===== src/rtl/lsu_ram_master.sv =====
// lsu_ram_master: byte-addressed load/store master for a word RAM.
// Define LSU_MISALIGN_TRAP_EN to trap misaligned half/word accesses.
module lsu_ram_master #(
  parameter int TAM_POSICIONES = 1024,
  parameter int TAM_PALABRA    = 32,
  localparam int AW = $clog2(TAM_POSICIONES)
) (
  input  logic                   CLK,
  input  logic                   RSTa,
  input  logic                   REQ,
  input  logic                   WE,
  input  logic [2:0]             FUNCT3,
  input  logic [31:0]            ADDR,
  input  logic [TAM_PALABRA-1:0] WDATA,
  output logic                   BUSY,
  output logic                   DONE,
  output logic                   ERR,
  output logic [TAM_PALABRA-1:0] RDATA,
  output logic                   RAM_WR,
  output logic                   RAM_OE,
  output logic [AW-1:0]          RAM_ADDRESS,
  output logic [TAM_PALABRA-1:0] RAM_DATA_IN,
  input  logic [TAM_PALABRA-1:0] RAM_DATA_OUT
);

  typedef enum logic [1:0] {IDLE, READ, WRITE, RESP} state_t;

  state_t      state, state_n;
  logic        we_q;
  logic [2:0]  f3_q;
  logic [1:0]  off_q;
  logic [31:0] wd_q;

  logic          busy_n, done_n, err_n, wr_n, oe_n;
  logic [31:0]   rdata_n, din_n;
  logic [AW-1:0] addr_n;

  logic        bad, misal;
  logic [7:0]  lane;
  logic [15:0] half;
  logic [31:0] ext, merged;
  logic        unused_addr;

  assign unused_addr = ^ADDR[31:AW+2];

`ifdef LSU_MISALIGN_TRAP_EN
  assign misal = (FUNCT3[1:0] == 2'd1 && ADDR[0]) ||
                 (FUNCT3[1:0] == 2'd2 && ADDR[1:0] != 2'd0);
`else
  assign misal = 1'b0;
`endif

  assign bad = (FUNCT3 == 3'd3) || (FUNCT3[2:1] == 2'b11) ||
               (WE && FUNCT3[2]) || misal;

  // Lane/half selection and extension of the word read from RAM,
  // plus the read-modify-write merge for sub-word stores.
  always_comb begin
    lane   = 8'h00;
    half   = off_q[1] ? RAM_DATA_OUT[31:16] : RAM_DATA_OUT[15:0];
    ext    = RAM_DATA_OUT;
    merged = RAM_DATA_OUT;
    case (off_q)
      2'd0: lane = RAM_DATA_OUT[7:0];
      2'd1: lane = RAM_DATA_OUT[15:8];
      2'd2: lane = RAM_DATA_OUT[23:16];
      default: lane = RAM_DATA_OUT[31:24];
    endcase
    if (f3_q[1]) ext = RAM_DATA_OUT;
    else if (f3_q[0]) ext = {{16{half[15] & ~f3_q[2]}}, half};
    else ext = {{24{lane[7] & ~f3_q[2]}}, lane};
    if (f3_q[1:0] == 2'd0) begin
      case (off_q)
        2'd0: merged[7:0]   = wd_q[7:0];
        2'd1: merged[15:8]  = wd_q[7:0];
        2'd2: merged[23:16] = wd_q[7:0];
        default: merged[31:24] = wd_q[7:0];
      endcase
    end else if (f3_q[1:0] == 2'd1) begin
      if (off_q[1]) merged[31:16] = wd_q[15:0];
      else merged[15:0] = wd_q[15:0];
    end else begin
      merged = wd_q;
    end
  end

  // Next state and next value of every registered output.
  always_comb begin
    state_n = state;
    done_n  = 1'b0;
    err_n   = 1'b0;
    wr_n    = 1'b0;
    oe_n    = 1'b0;
    rdata_n = RDATA;
    din_n   = RAM_DATA_IN;
    addr_n  = RAM_ADDRESS;
    unique case (state)
      IDLE: begin
        if (REQ) begin
          if (bad) begin
            state_n = RESP;
            done_n  = 1'b1;
            err_n   = 1'b1;
          end else if (!WE || FUNCT3 != 3'd2) begin
            state_n = READ;
            oe_n    = 1'b1;
            addr_n  = ADDR[AW+1:2];
          end else begin
            state_n = WRITE;
            wr_n    = 1'b1;
            addr_n  = ADDR[AW+1:2];
            din_n   = WDATA;
          end
        end
      end
      READ: begin
        if (!we_q) begin
          state_n = RESP;
          done_n  = 1'b1;
          rdata_n = ext;
        end else begin
          state_n = WRITE;
          wr_n    = 1'b1;
          din_n   = merged;
        end
      end
      WRITE: begin
        state_n = RESP;
        done_n  = 1'b1;
      end
      default: state_n = IDLE;
    endcase
    busy_n = (state_n != IDLE);
  end

  // State register.
  always_ff @(posedge CLK or negedge RSTa) begin
    if (!RSTa) state <= IDLE;
    else state <= state_n;
  end

  // Request capture; only an accepted request updates these.
  always_ff @(posedge CLK or negedge RSTa) begin
    if (!RSTa) begin
      we_q  <= 1'b0;
      f3_q  <= 3'd0;
      off_q <= 2'd0;
      wd_q  <= 32'd0;
    end else if (state == IDLE && REQ) begin
      we_q  <= WE;
      f3_q  <= FUNCT3;
      off_q <= ADDR[1:0];
      wd_q  <= WDATA;
    end
  end

  // Registered outputs.
  always_ff @(posedge CLK or negedge RSTa) begin
    if (!RSTa) begin
      BUSY        <= 1'b0;
      DONE        <= 1'b0;
      ERR         <= 1'b0;
      RDATA       <= 32'd0;
      RAM_WR      <= 1'b0;
      RAM_OE      <= 1'b0;
      RAM_ADDRESS <= '0;
      RAM_DATA_IN <= 32'd0;
    end else begin
      BUSY        <= busy_n;
      DONE        <= done_n;
      ERR         <= err_n;
      RDATA       <= rdata_n;
      RAM_WR      <= wr_n;
      RAM_OE      <= oe_n;
      RAM_ADDRESS <= addr_n;
      RAM_DATA_IN <= din_n;
    end
  end

endmodule


===== config.mk =====
export PLATFORM = sky130hd
export DESIGN_NAME = lsu_ram_master
export DESIGN_NICKNAME = d
export VERILOG_FILES = /design/src/rtl/lsu_ram_master.sv
export SDC_FILE = /design/constraint.sdc
export NUM_CORES = 1
export LEC_CHECK = 0
export CAP_MARGIN = 30
export CORE_ASPECT_RATIO = 1.25
export CORE_UTILIZATION = 44
export DETAILED_ROUTE_END_ITERATION = 10
export GPL_TIMING_DRIVEN = 0
export PLACE_DENSITY_LB_ADDON = 0.3
export SLEW_MARGIN = 20
export SYNTH_ARGS = -nofsm -noshare
export SYNTH_HDL_FRONTEND = slang
export SYNTH_SLANG_ARGS = --single-unit

===== constraint.sdc =====
create_clock -name CLK -period 1.8 [get_ports CLK]
set_input_delay 0.18 -clock CLK [delete_from_list [all_inputs] [get_ports CLK]]
set_output_delay 0.18 -clock CLK [all_outputs]
set_load 0.005 [all_outputs]

== Yosys cells after proc, flatten, opt, wreduce, memory -nomap -nowiden ==
Index checks and enable logic that the tools add are counted.

* Register bits: 119
* Bits in latches: 0
* Memory bits (writable): 0
* Bits in read-only memories: 0
* Logic and storage cells: 81
* Memories: 0

* $add $sub $neg: 0
* Multipliers: 0
* Div/mod/pow operators: 0
* $lt $le $gt $ge: 0
* Equal/unequal tests: 12
* Shifts and indexed selects: 0
* Muxes and demuxes: 36
* Bitwise logic cells: 5
* Reductions and logical operators: 15

{| class="wikitable"
|+ Operators with widths
! cell !! count
|-
| $mux W32 || 8
|-
| $pmux W32 S2 || 1
|-
| $mux W16 || 3
|-
| $mux W8 || 4
|-
| $pmux W8 S3 || 1
|-
| $mux W1 || 13
|-
| $ne A2 B2 Y1 const B || 4
|-
| $eq A2 B1 Y1 const B || 3
|-
| $eq A2 B2 Y1 const B || 3
|-
| $logic_not A2 Y1 || 3
|-
| $mux W2 || 3
|-
| $pmux W2 S3 || 1
|-
| $reduce_and A5 Y1 || 1
|-
| $reduce_bool A2 Y1 || 2
|-
| $eq A3 B2 Y1 const B || 1
|-
| $logic_or A1 B1 Y1 || 3
|-
| $ne A3 B2 Y1 const B || 1
|-
| $not A1 Y1 || 3
|-
| $pmux W1 S3 || 1
|-
| $reduce_and A3 Y1 || 1
|-
| $reduce_or A3 Y1 || 1
|-
| $and A1 B1 Y1 || 2
|-
| $logic_and A1 B1 Y1 || 2
|-
| $pmux W1 S2 || 1
|-
| other kinds (2) || 2
|}

== Logic depth before layout (Yosys ltp) ==
Gate-level depths: netlist (run 1).

* Depth in word-level cells: 7
* Gate-level depth with buffers: 9

== Least setup slack after synthesis (run 1) ==
OpenSTA, ideal clock, no wires.

* Path type: register to register
* Start: register state[0]
* End: register RAM_DATA_IN[21]
* Setup time: 0.126 ns
* Data arrival time: 1.702 ns
* Data required time: 1.674 ns
* Setup slack: -0.028 ns
* Cell stages (with the launch flop): 9
* Buffers on the path: 2
* Cells stage by stage: dfrtp_1 inv_1 ha_1 nand2_4 o32a_1 buf_6 buf_6 a21oi_2 a21oi_2

* Cells in the longest elaborated chain, start to end: 3
* Elaborated cells on any way between the ends: 9

{| class="wikitable"
|+ Ends and longest elaborated chain
! item !! line !! source
|-
| start, declared || 28 || <nowiki>state_t state, state_n;</nowiki>
|-
| start signal, assigned || 139 || <nowiki>else state <= state_n;</nowiki>
|-
| $eq A2 B1 Y1 / $logic_not A2 Y1 (equally long branches) || 97 || <nowiki>unique case (state)</nowiki>
|-
| $ne A2 B2 Y1 (no line) / $reduce_bool A2 Y1 (equally long branches) || -- ||
|-
| $reduce_and A5 Y1 (no line) || -- ||
|-
| end signal, assigned || 176 || <nowiki>RAM_DATA_IN <= din_n;</nowiki>
|-
| end, declared || 22 || <nowiki>output logic [TAM_PALABRA-1:0] RAM_DATA_IN,</nowiki>
|}

Several ways; a longest one is shown, not always the timed one.
A chain may end at the register's enable or synchronous reset.

== Worst setup path after layout (run 1) ==
* Start: register state[0]
* End: register RAM_DATA_IN[1]

Same word-level chain as after synthesis.

==> run_results.csv, run 1 <==
group,metric,value,unit
outcome,status,"finished with violations",
outcome,failed_checks,"negative setup slack",
worst_setup_path,cp-start-kind,"flop",
global_route,grt.met1_usage,37.79,%
clock_tree,htree_levels,4,
layout,antennaDiodeCount,0,
worst_setup_path,path_max_fanout,8,
synth,yosys.area_share.simple,11.10,%
clock_tree,root_buffer,"clkbuf_16",
global_route,grt_max_degree,69,
clock_tree,cts_buffer_depth,2,
global_route,top_usage_layer,"met2",
synth,synth-xor-area-share,0,%
sta,setup_viol_count_final,1,
synth,ys_types,57,
routing,drc,0,
die,boundaryPins,182,
layout,fill_cells,1178,
global_route,use_met3,6.467,%
sta,period_needed,1.811,ns
synth,synth_fa_ha_area_share,0.7709,%
worst_setup_path,end_kind,"flop",
placement,port_buffers,161,
routing,final_antenna_net_count,0,
synth,synthTopCellsByArea,"dfrtp_1, mux2_2, a21oi_1",
global_route,grt_pass1_wl,35530,um
global_route,grtUsageTotal,30.99,%
layout,synthToLayoutAreaGrowth,43.55,%
clock_tree,cts_sinks,119,
die,die_area,0.01525,mm2
synth,syn_area,0.006492,mm2
synth,synth-seq-cells,119,
synth,synthMuxAreaShare,13.09,%
sta,rsz0062_at_grt,"true",
synth,synth-main-ff-cell,"dfrtp_1",
routing,viasPerCell,6.150,
sta,fin_skew,0.006206,ns
worst_setup_path,cp.arrival,2.13,ns
global_route,first_global_vias,6298,
global_route,antenna_found_initial,0,
power_and_ir_drop,p_leak,3.965,nW
clock_tree,clk_pin_slew,0.06,ns
power_and_ir_drop,power,17.80,mW
worst_setup_path,cp.required,2.11,ns
worst_setup_path,r2r_cells,7,
synth,yosys_warnings,0,
sta,final_max_slew_viol_count,0,
worst_setup_path,crit_type,"reg2reg",
placement,placement.cell_area,0.008358,mm2
clock_tree,numCtsBuffers,17,
sta,hold_violations,0,
sta,fmax,552.3,MHz
synth,syn_inst,647,
layout,drive_above_1_share,22.18,%
clock_tree,tritoncts,"done",
die,die_y,137.8,um
synth,syn-num-nets,754,
routing,drt_first_pass_iters,7,
sta,period_share,100.6,%
die,core,0.01441,mm2
synth,synth-edff-count,0,
sta,tightestPinTransition,0.5821,ns
layout,fin_util,64.69,%
sta,slew-limit-headroom,60.98,%
placement,place_hpwl,17070,um
layout,nets,947,
placement,dp.cells,987,
synth,synth.top_cell.area_share,45.87,%
min_path,hold_class,"in2async",
routing,wl_per_cell,22.71,um
synth,yosysSeqAreaShare,45.87,%
routing,wirelength,23390,um
synth,synth_compound_area_share,24.11,%
power_and_ir_drop,power_density,1910,mW/mm2
power_and_ir_drop,irDropWorstVdd,1000,uV
sta,setup_ws,-0.01072,ns
die,row_count,49,
global_route,grt_overflow,0,
die,start_util,45.06,%
sta,fin_hold_ws,0.2727,ns
global_route,grtUsageMet2,51.45,%
clock_tree,clk_latency,0.42,ns
layout,finish.instance_area,0.009320,mm2
layout,final_cell_count_no_fill,1030,
placement,gp_congestion,0.9023,
synth,synth_top_area_cell,"dfrtp_1",
routing,drtIter0Drc,644,
die,fp.dieW,110.7,um
synth,synth.avg_cell_area,10.03,um2
synth,synth_commonest_cells,"dfrtp_1, nor2_1, mux2_2, a21oi_1, o21ai_0",
synth,synth_top_family_by_area,"compound AO/OA/AOI/OAI gates",
synth,post-synth-top-count-cell,"dfrtp_1",
routing,via_count,6334,
run,maxCapViolCount,0,
synth,async_flop_share,100.0,%
metrics by stage:
stage	setup TNS [ns]	setup WS (ns)
detailed placement	-24.54	-0.4213
global route	-0.3224	-0.03485
floorplan	0	0.04082
finish	-0.01072	-0.01072
CTS	-0.003545	-0.003545
global placement	-486.21	-3.935
routing by layer:
layer,routed length (um),part of all wire [%],vias to the layer above
met1,9238,40,3103
met2,11360,49,342
li1,-,-,2816
met3,1672,7.1,73
met5,0,0,-
met4,1114,4.8,0
layout make-up:
cell class                      count  area, um2  area share [%]
Multi-Input combinational cell    460       3287           35.27
Sequential cell                   119       2979           31.96
Timing Repair Buffer              176       1775           19.05
Clock buffer                       22      474.2           5.088
Buffer                             57      396.6           4.256
Tap cell                          178      222.7           2.390
Clock inverter                      9      147.6           1.584
Inverter                            9      37.54          0.4027
where the power goes:
group	internal, mW	switching (mW)
registers	4.01	1.07
clock network	2.41	1.23
logic	4.55	4.53
layout by cell type, fill, tap and decap left out, drive strengths merged, types with 6 or more instances in the layout:
cell	netlist	final
nand2	39	39
a22o	29	29
or4	7	7
buf	38	45
a22oi	7	7
nor3	12	12
clkbuf	21	49
a221oi	8	8
mux2	53	53
a211oi	14	14
clkdlybuf4s50	0	160
dfrtp	119	119
o211a	6	6
nand3	15	15
inv	8	7
mux2i	23	23
a31o	6	6
nor2	64	64
o2111ai	8	8
o21ai	52	52
o211ai	8	8
a21oi	57	57
a32oi	12	12
a21o	6	6
worst paths after layout:
check	from	end	slack, ns
worst max-delay path	state[0]$_DFF_PN0_	RAM_DATA_IN[1]$_DFFE_PN0P_	-0.01
worst min-delay path	RSTa	RAM_ADDRESS[3]$_DFFE_PN0P_	0.27
worst max register to register	state[0]$_DFF_PN0_	RAM_DATA_IN[1]$_DFFE_PN0P_	-0.01
worst min register to register	RDATA[15]$_DFFE_PN0P_	RDATA[15]$_DFFE_PN0P_	0.48
max in group asynchronous	RSTa	wd_q[1]$_DFFE_PN0P_	0.81
min in group CLK	ADDR[9]	RAM_ADDRESS[7]$_DFFE_PN0P_	0.37
what timing repair did:
action                                 4_1_cts  5_1_grt
endpoints found under the hold margin       51        0
cloned                                       0        2
setup buffers                                7        4
pin swaps                                    3        2
hold buffers                                 1        0
setup endpoints to repair                  106      102
gates resized for setup                     44       50
critical path, cell delays in order (launching register included):
cell     delay (ns)
dfrtp_1        0.42
inv_2          0.11
ha_4           0.18
nand2_8        0.07
o32a_1         0.40
buf_6          0.18
buf_12         0.13
a22o_1         0.21
registers in the layout, summed over array words and instances, names as in the netlist:
name         flops
RAM_DATA_IN     32
RDATA           32
wd_q            32
RAM_ADDRESS     10
f3_q             3
off_q            2
state            2
BUSY             1
DONE             1
ERR              1
RAM_OE           1
RAM_WR           1
we_q             1
logic make-up after synthesis:
group           Yosys count
compound gates          225
fa+ha+maj                 4
simple gates            154
mux                      77
flops                   119
buf+inv                  68
Note: power is estimated with default switching activity, not from simulation.
==> run 2, diff against run 1 <==
CORE_UTILIZATION = 52   (was 44)
clock period = 2.1 ns   (was 1.8 ns; I/O delays follow)
==> run_results.csv, run 2 (synthesis gave the netlist of run 1 again) <==
group,metric,value,unit
layout,final_common_cell,"clkdlybuf4s50_1",
global_route,grt_pass1_wl,35560,um
worst_setup_path,startpoint,"f3_q[1]$_DFFE_PN0P_",
worst_setup_path,crit_type,"reg2reg",
worst_setup_path,cp_cell_sequence,"buf_2 > buf_2 > buf_1 > nor2_1 > o221ai_1 > a21oi_1",
clock_tree,clk_pin_slew,0.06,ns
sta,fin_skew,0.007257,ns
layout,fill_cells,902,
clock_tree,clk_latency,0.42,ns
power_and_ir_drop,intPower,8.892,mW
worst_setup_path,cp.required,2.38,ns
worst_setup_path,cp-endpoint,"RAM_DATA_IN[15]$_DFFE_PN0P_",
layout,drive_above_1_share,18.03,%
clock_tree,htree_levels,4,
placement,dp.cells,973,
clock_tree,cts_buffer_depth,2,
worst_setup_path,slowest_delay,0.47,ns
layout,antennaDiodeCount,0,
routing,wl_per_cell,22.71,um
power_and_ir_drop,p_sw_share,39.26,%
sta,fmax,492.6,MHz
worst_setup_path,cp.arrival,2.31,ns
sta,setup_viol_count_final,0,
layout,final_cell_count_no_fill,1007,
sta,tightestPinTransition,0.6203,ns
routing,drtIter0Drc,426,
die,die_area,0.01294,mm2
die,boundaryPins,182,
global_route,grtUsageTotal,36.89,%
sta,hold_violations,0,
power_and_ir_drop,power_switching,5.747,mW
worst_setup_path,reg2reg_from,"f3_q[1]$_DFFE_PN0P_",
die,fp.dieW,101.9,um
layout,mostFrequentLayoutCells,"clkdlybuf4s50_1, dfrtp_1, nor2_1",
global_route,antenna_found_initial,0,
clock_tree,cts_sinks,119,
worst_setup_path,end_kind,"flop",
worst_setup_path,crit_slowest_cell,"buf_1",
power_and_ir_drop,power_density,1625,mW/mm2
sta,period_share,96.67,%
worst_setup_path,r2r_cells,6,
die,die_y,126.9,um
power_and_ir_drop,clkPwrFrac,20.7,%
sta,final_max_slew_viol_count,0,
die,start_util,53.38,%
layout,synthToLayoutAreaGrowth,38.74,%
placement,port_buffers,161,
routing,viasPerCell,6.264,
sta,rsz0062_at_grt,"true",
placement,pre_cts_ws,-0.1401,ns
routing,drc,0,
worst_setup_path,critical_path_buf_inv_count,3,
min_path,hold_class,"in2async",
worst_setup_path,path_delay_family,"buffers and inverters",
power_and_ir_drop,seq_power_share,29.4,%
worst_setup_path,path_max_fanout,10,
placement,gp_congestion,0.9274,
routing,final_antenna_net_count,0,
global_route,grt_overflow,0,
worst_setup_path,cp-start-kind,"flop",
worst_setup_path,r2r_setup_slack,0.07,ns
die,row_count,45,
global_route,first_global_vias,6531,
worst_setup_path,critPathMostFrequentCell,"buf_2",
clock_tree,numCtsBuffers,17,
clock_tree,root_buffer,"clkbuf_16",
die,core,0.01216,mm2
worst_setup_path,r2r-end,"RAM_DATA_IN[15]$_DFFE_PN0P_",
worst_setup_path,crit_cells,6,
routing,wirelength,22870,um
power_and_ir_drop,irDropWorstVdd,856.4,uV
power_and_ir_drop,power.share.combinational,49.9,%
sta,period_needed,2.030,ns
power_and_ir_drop,p_leak,3.802,nW
sta,slew-limit-headroom,58.65,%
routing,via_count,6308,
layout,reg_top3,"RAM_DATA_IN (32), RDATA (32), wd_q (32)",
placement,place_hpwl,17090,um
global_route,grt_max_degree,64,
sta,setup_ws,0.07000,ns
outcome,status,"completed",
layout,nets,937,
run,maxCapViolCount,0,
clock_tree,tritoncts,"done",
routing,drt_first_pass_iters,5,
[run 2: changes by cell type in the layout (fill, tap and decap cells not counted), moves of 7 or more]
cell | before | now
buf_4 | 19 | 6
clkbuf_1 | 5 | 16
buf_2 | 13 | 23
o21ai_0 | 35 | 43
o21ai_1 | 16 | 9
clkbuf_4 | 10 | 2
[run 2: area by class of cell]
class                           count  area, um2  area share (%)
Buffer                             58      307.8           3.417
Clock buffer                       19      442.9           4.917
Clock inverter                     13      171.4           1.903
Inverter                            9      33.78          0.3751
Multi-Input combinational cell    460       3203           35.56
Sequential cell                   119       2978           33.06
Tap cell                          164      205.2           2.278
Timing Repair Buffer              165       1665           18.49
[run 2: worst reg2reg max path, stage by stage, from the launching register on]
cell,delay (ns)
dfrtp_1,0.33
buf_2,0.22
buf_2,0.28
buf_1,0.47
nor2_1,0.17
o221ai_1,0.31
a21oi_1,0.12
[run 2: how the worst min path moves through the flow]
stage / slack (ns) / depth (start not counted) / to / start
after floorplan: -0.09 / 0 / BUSY$_DFF_PN0_ / RSTa
after global placement: 0.48 / 2 / RAM_DATA_IN[2]$_DFFE_PN0P_ / RAM_DATA_IN[2]$_DFFE_PN0P_
after detailed placement: 0.21 / 1 / RDATA[27]$_DFFE_PN0P_ / RSTa
after CTS: 0.35 / 2 / RDATA[27]$_DFFE_PN0P_ / RSTa
after global routing: 0.40 / 2 / RAM_ADDRESS[3]$_DFFE_PN0P_ / ADDR[5]
final: 0.34 / 2 / RDATA[27]$_DFFE_PN0P_ / RSTa
[run 2: per-stage QoR]
stage	utilization [%]	TNS, ns	hold slack [ns]	power [mW]	instance area (um2)
finish	74.06	0	0.3350	14.64	9007
CTS	73.78	0	0.3488	14.50	8972
detailed placement	68.56	-2.223	0.2128	11.40	8338
global route	74.06	-0.01851	0.4009	15.43	9007
floorplan	-	0	-0.08559	8.184	6492
global placement	68.32	-418.75	0.4752	11.16	8309
[run 2: layer usage]
layer	part of all wire [%]	wire [um]	up-vias	track usage [%]
met3	7.5	1709	67	7.548
met1	38	8602	3079	43.65
met4	4.6	1056	0	19.16
li1	-	-	2790	-
met5	0	0	-	0
met2	50	11500	372	62.64
[run 2: power groups by stage]
stage          Clock, mW  Sequential, mW  Combinational (mW)
3_3_place_gp           0            4.26                6.90
4_1_cts             3.04            4.27                7.19
2_1_floorplan          0            4.12                4.07
3_5_place_dp           0            4.30                7.10
5_1_grt             3.14            4.42                7.88
6_report            3.03            4.31                7.30
[run 2: what timing repair did]
action	CTS	global route
gates resized for setup	5	17
setup buffers	0	2
hold buffers	1	0
endpoints found under the setup margin	21	60
endpoints found under the hold margin	56	0
pin swaps	0	1
==> run 3, diff against run 2 <==
CTS_BUF_LIST = sky130_fd_sc_hd__clkbuf_8 sky130_fd_sc_hd__clkbuf_16   (was unset)
==> run_results.csv, run 3 (synthesis gave the netlist of run 1 again) <==
group,metric,value,unit
outcome,status,"completed",
sta,period_share,96.60,%
worst_setup_path,slowest_delay,0.47,ns
worst_setup_path,cp-start-kind,"flop",
worst_setup_path,critPathMostFrequentCell,"buf_2",
routing,via_count,6295,
clock_tree,numCtsBuffers,17,
worst_setup_path,crit_type,"reg2reg",
clock_tree,tritoncts,"done",
global_route,grt_max_degree,64,
sta,tightestPinTransition,0.6195,ns
worst_setup_path,crit_slowest_cell,"buf_1",
worst_setup_path,cp.arrival,2.31,ns
sta,finalSetupTns,0,ns
routing,drc,0,
clock_tree,root_buffer,"clkbuf_16",
worst_setup_path,path_max_fanout,10,
layout,reg_top3,"RAM_DATA_IN (32), RDATA (32), wd_q (32)",
power_and_ir_drop,power,14.64,mW
global_route,grt_pass1_wl,35560,um
clock_tree,cts_buffer_depth,2,
routing,wirelength,22850,um
die,boundaryPins,182,
worst_setup_path,path_delay_family,"buffers and inverters",
sta,final_max_slew_viol_count,0,
layout,mostFrequentLayoutCells,"clkdlybuf4s50_1, dfrtp_1, nor2_1",
routing,final_antenna_net_count,0,
sta,fin_skew,0.007146,ns
global_route,first_global_vias,6531,
layout,drive_above_1_share,18.03,%
layout,final_common_cell,"clkdlybuf4s50_1",
layout,antennaDiodeCount,0,
sta,period_needed,2.028,ns
worst_setup_path,critical_path_buf_inv_count,3,
die,core,0.01216,mm2
power_and_ir_drop,irDropWorstVdd,856.0,uV
worst_setup_path,cp.required,2.38,ns
power_and_ir_drop,p_leak,3.806,nW
layout,fill_cells,902,
die,start_util,53.38,%
clock_tree,clk_latency,0.42,ns
worst_setup_path,end_kind,"flop",
placement,gp_congestion,0.9274,
routing,drt_first_pass_iters,7,
sta,slew-limit-headroom,58.70,%
clock_tree,clk_pin_slew,0.06,ns
die,die_y,126.9,um
sta,hold_violations,0,
sta,rsz0062_at_grt,"true",
global_route,grt_overflow,0,
placement,port_buffers,161,
run,maxCapViolCount,0,
clock_tree,htree_levels,4,
routing,drtIter0Drc,425,
die,fp.dieW,101.9,um
die,die_area,0.01294,mm2
die,row_count,45,
min_path,hold_class,"in2async",
sta,fmax,493.0,MHz
power_and_ir_drop,power_density,1625,mW/mm2
layout,nets,937,
sta,setup_viol_count_final,0,
layout,synthToLayoutAreaGrowth,38.74,%
placement,place_hpwl,17090,um
worst_setup_path,cp_cell_sequence,"buf_2 > buf_2 > buf_1 > nor2_1 > o221ai_1 > a21oi_1",
global_route,grtUsageTotal,36.89,%
routing,wl_per_cell,22.69,um
clock_tree,cts_sinks,119,
global_route,antenna_found_initial,0,
routing,viasPerCell,6.251,
run 3: cell count changes in the layout (fill, tap and decap cells not counted), sizes merged:
cell	before	now
inv	10	11
clkbuf	43	42
run 3: final cells by class:
class,count,area (um2),share of cell area [%]
plain buffers,58,307.8,3.417
multi-input cells,460,3203,35.56
flip-flops and latches,119,2978,33.06
repair buffers,165,1665,18.49
clock buffers,18,439.2,4.876
well taps,164,205.2,2.278
inverters,9,33.78,0.3751
clock inverters,14,175.2,1.945
run 3: per-stage QoR:
stage	hold WS (ns)	std cells	util, %	instance area [um2]	worst slack, ns
2_1_floorplan	-0.08559	647	-	6492	0.2721
5_1_grt	0.4009	1007	74.06	9007	-0.01062
3_5_place_dp	0.2128	973	68.56	8338	-0.1401
4_1_cts	0.3488	1006	73.78	8972	0.01171
6_report	0.3316	1007	74.06	9007	0.07150
3_3_place_gp	0.4752	972	68.32	8309	-3.525
run 3: final timing paths:
path / startpoint / end / slack, ns / depth (start not counted)
max: f3_q[1]$_DFFE_PN0P_ / RAM_DATA_IN[15]$_DFFE_PN0P_ / 0.07 / 6
min: RSTa / RDATA[27]$_DFFE_PN0P_ / 0.33 / 2
max reg2reg: f3_q[1]$_DFFE_PN0P_ / RAM_DATA_IN[15]$_DFFE_PN0P_ / 0.07 / 6
min reg2reg: RAM_DATA_IN[2]$_DFFE_PN0P_ / RAM_DATA_IN[2]$_DFFE_PN0P_ / 0.49 / 2
max in group asynchronous: RSTa / RAM_DATA_IN[22]$_DFFE_PN0P_ / 1.05 / 3
min in group CLK: ADDR[5] / RAM_ADDRESS[3]$_DFFE_PN0P_ / 0.40 / 2
run 3: power breakdown:
group	internal [mW]	switching [mW]
Combinational	3.55	3.75
Sequential	3.43	0.874
Clock	1.91	1.12
run 3: repair_timing:
item | in CTS | in global routing
pin swaps | 0 | 1
hold buffers | 1 | 0
resized for setup | 5 | 17
endpoints found under the hold margin | 56 | 0
endpoints found under the setup margin | 21 | 60
buffers inserted | 0 | 2
run 3: routing by layer:
layer  wire length, um  track usage (%)  part of all wire (%)  up-vias
li1                  -                -                     -     2791
met1              8645            43.65                    38     3080
met2             11460            62.64                    50      354
met3              1639            7.548                   7.2       70
met4              1109            19.16                   4.9        0
met5                 0                0                     0        -
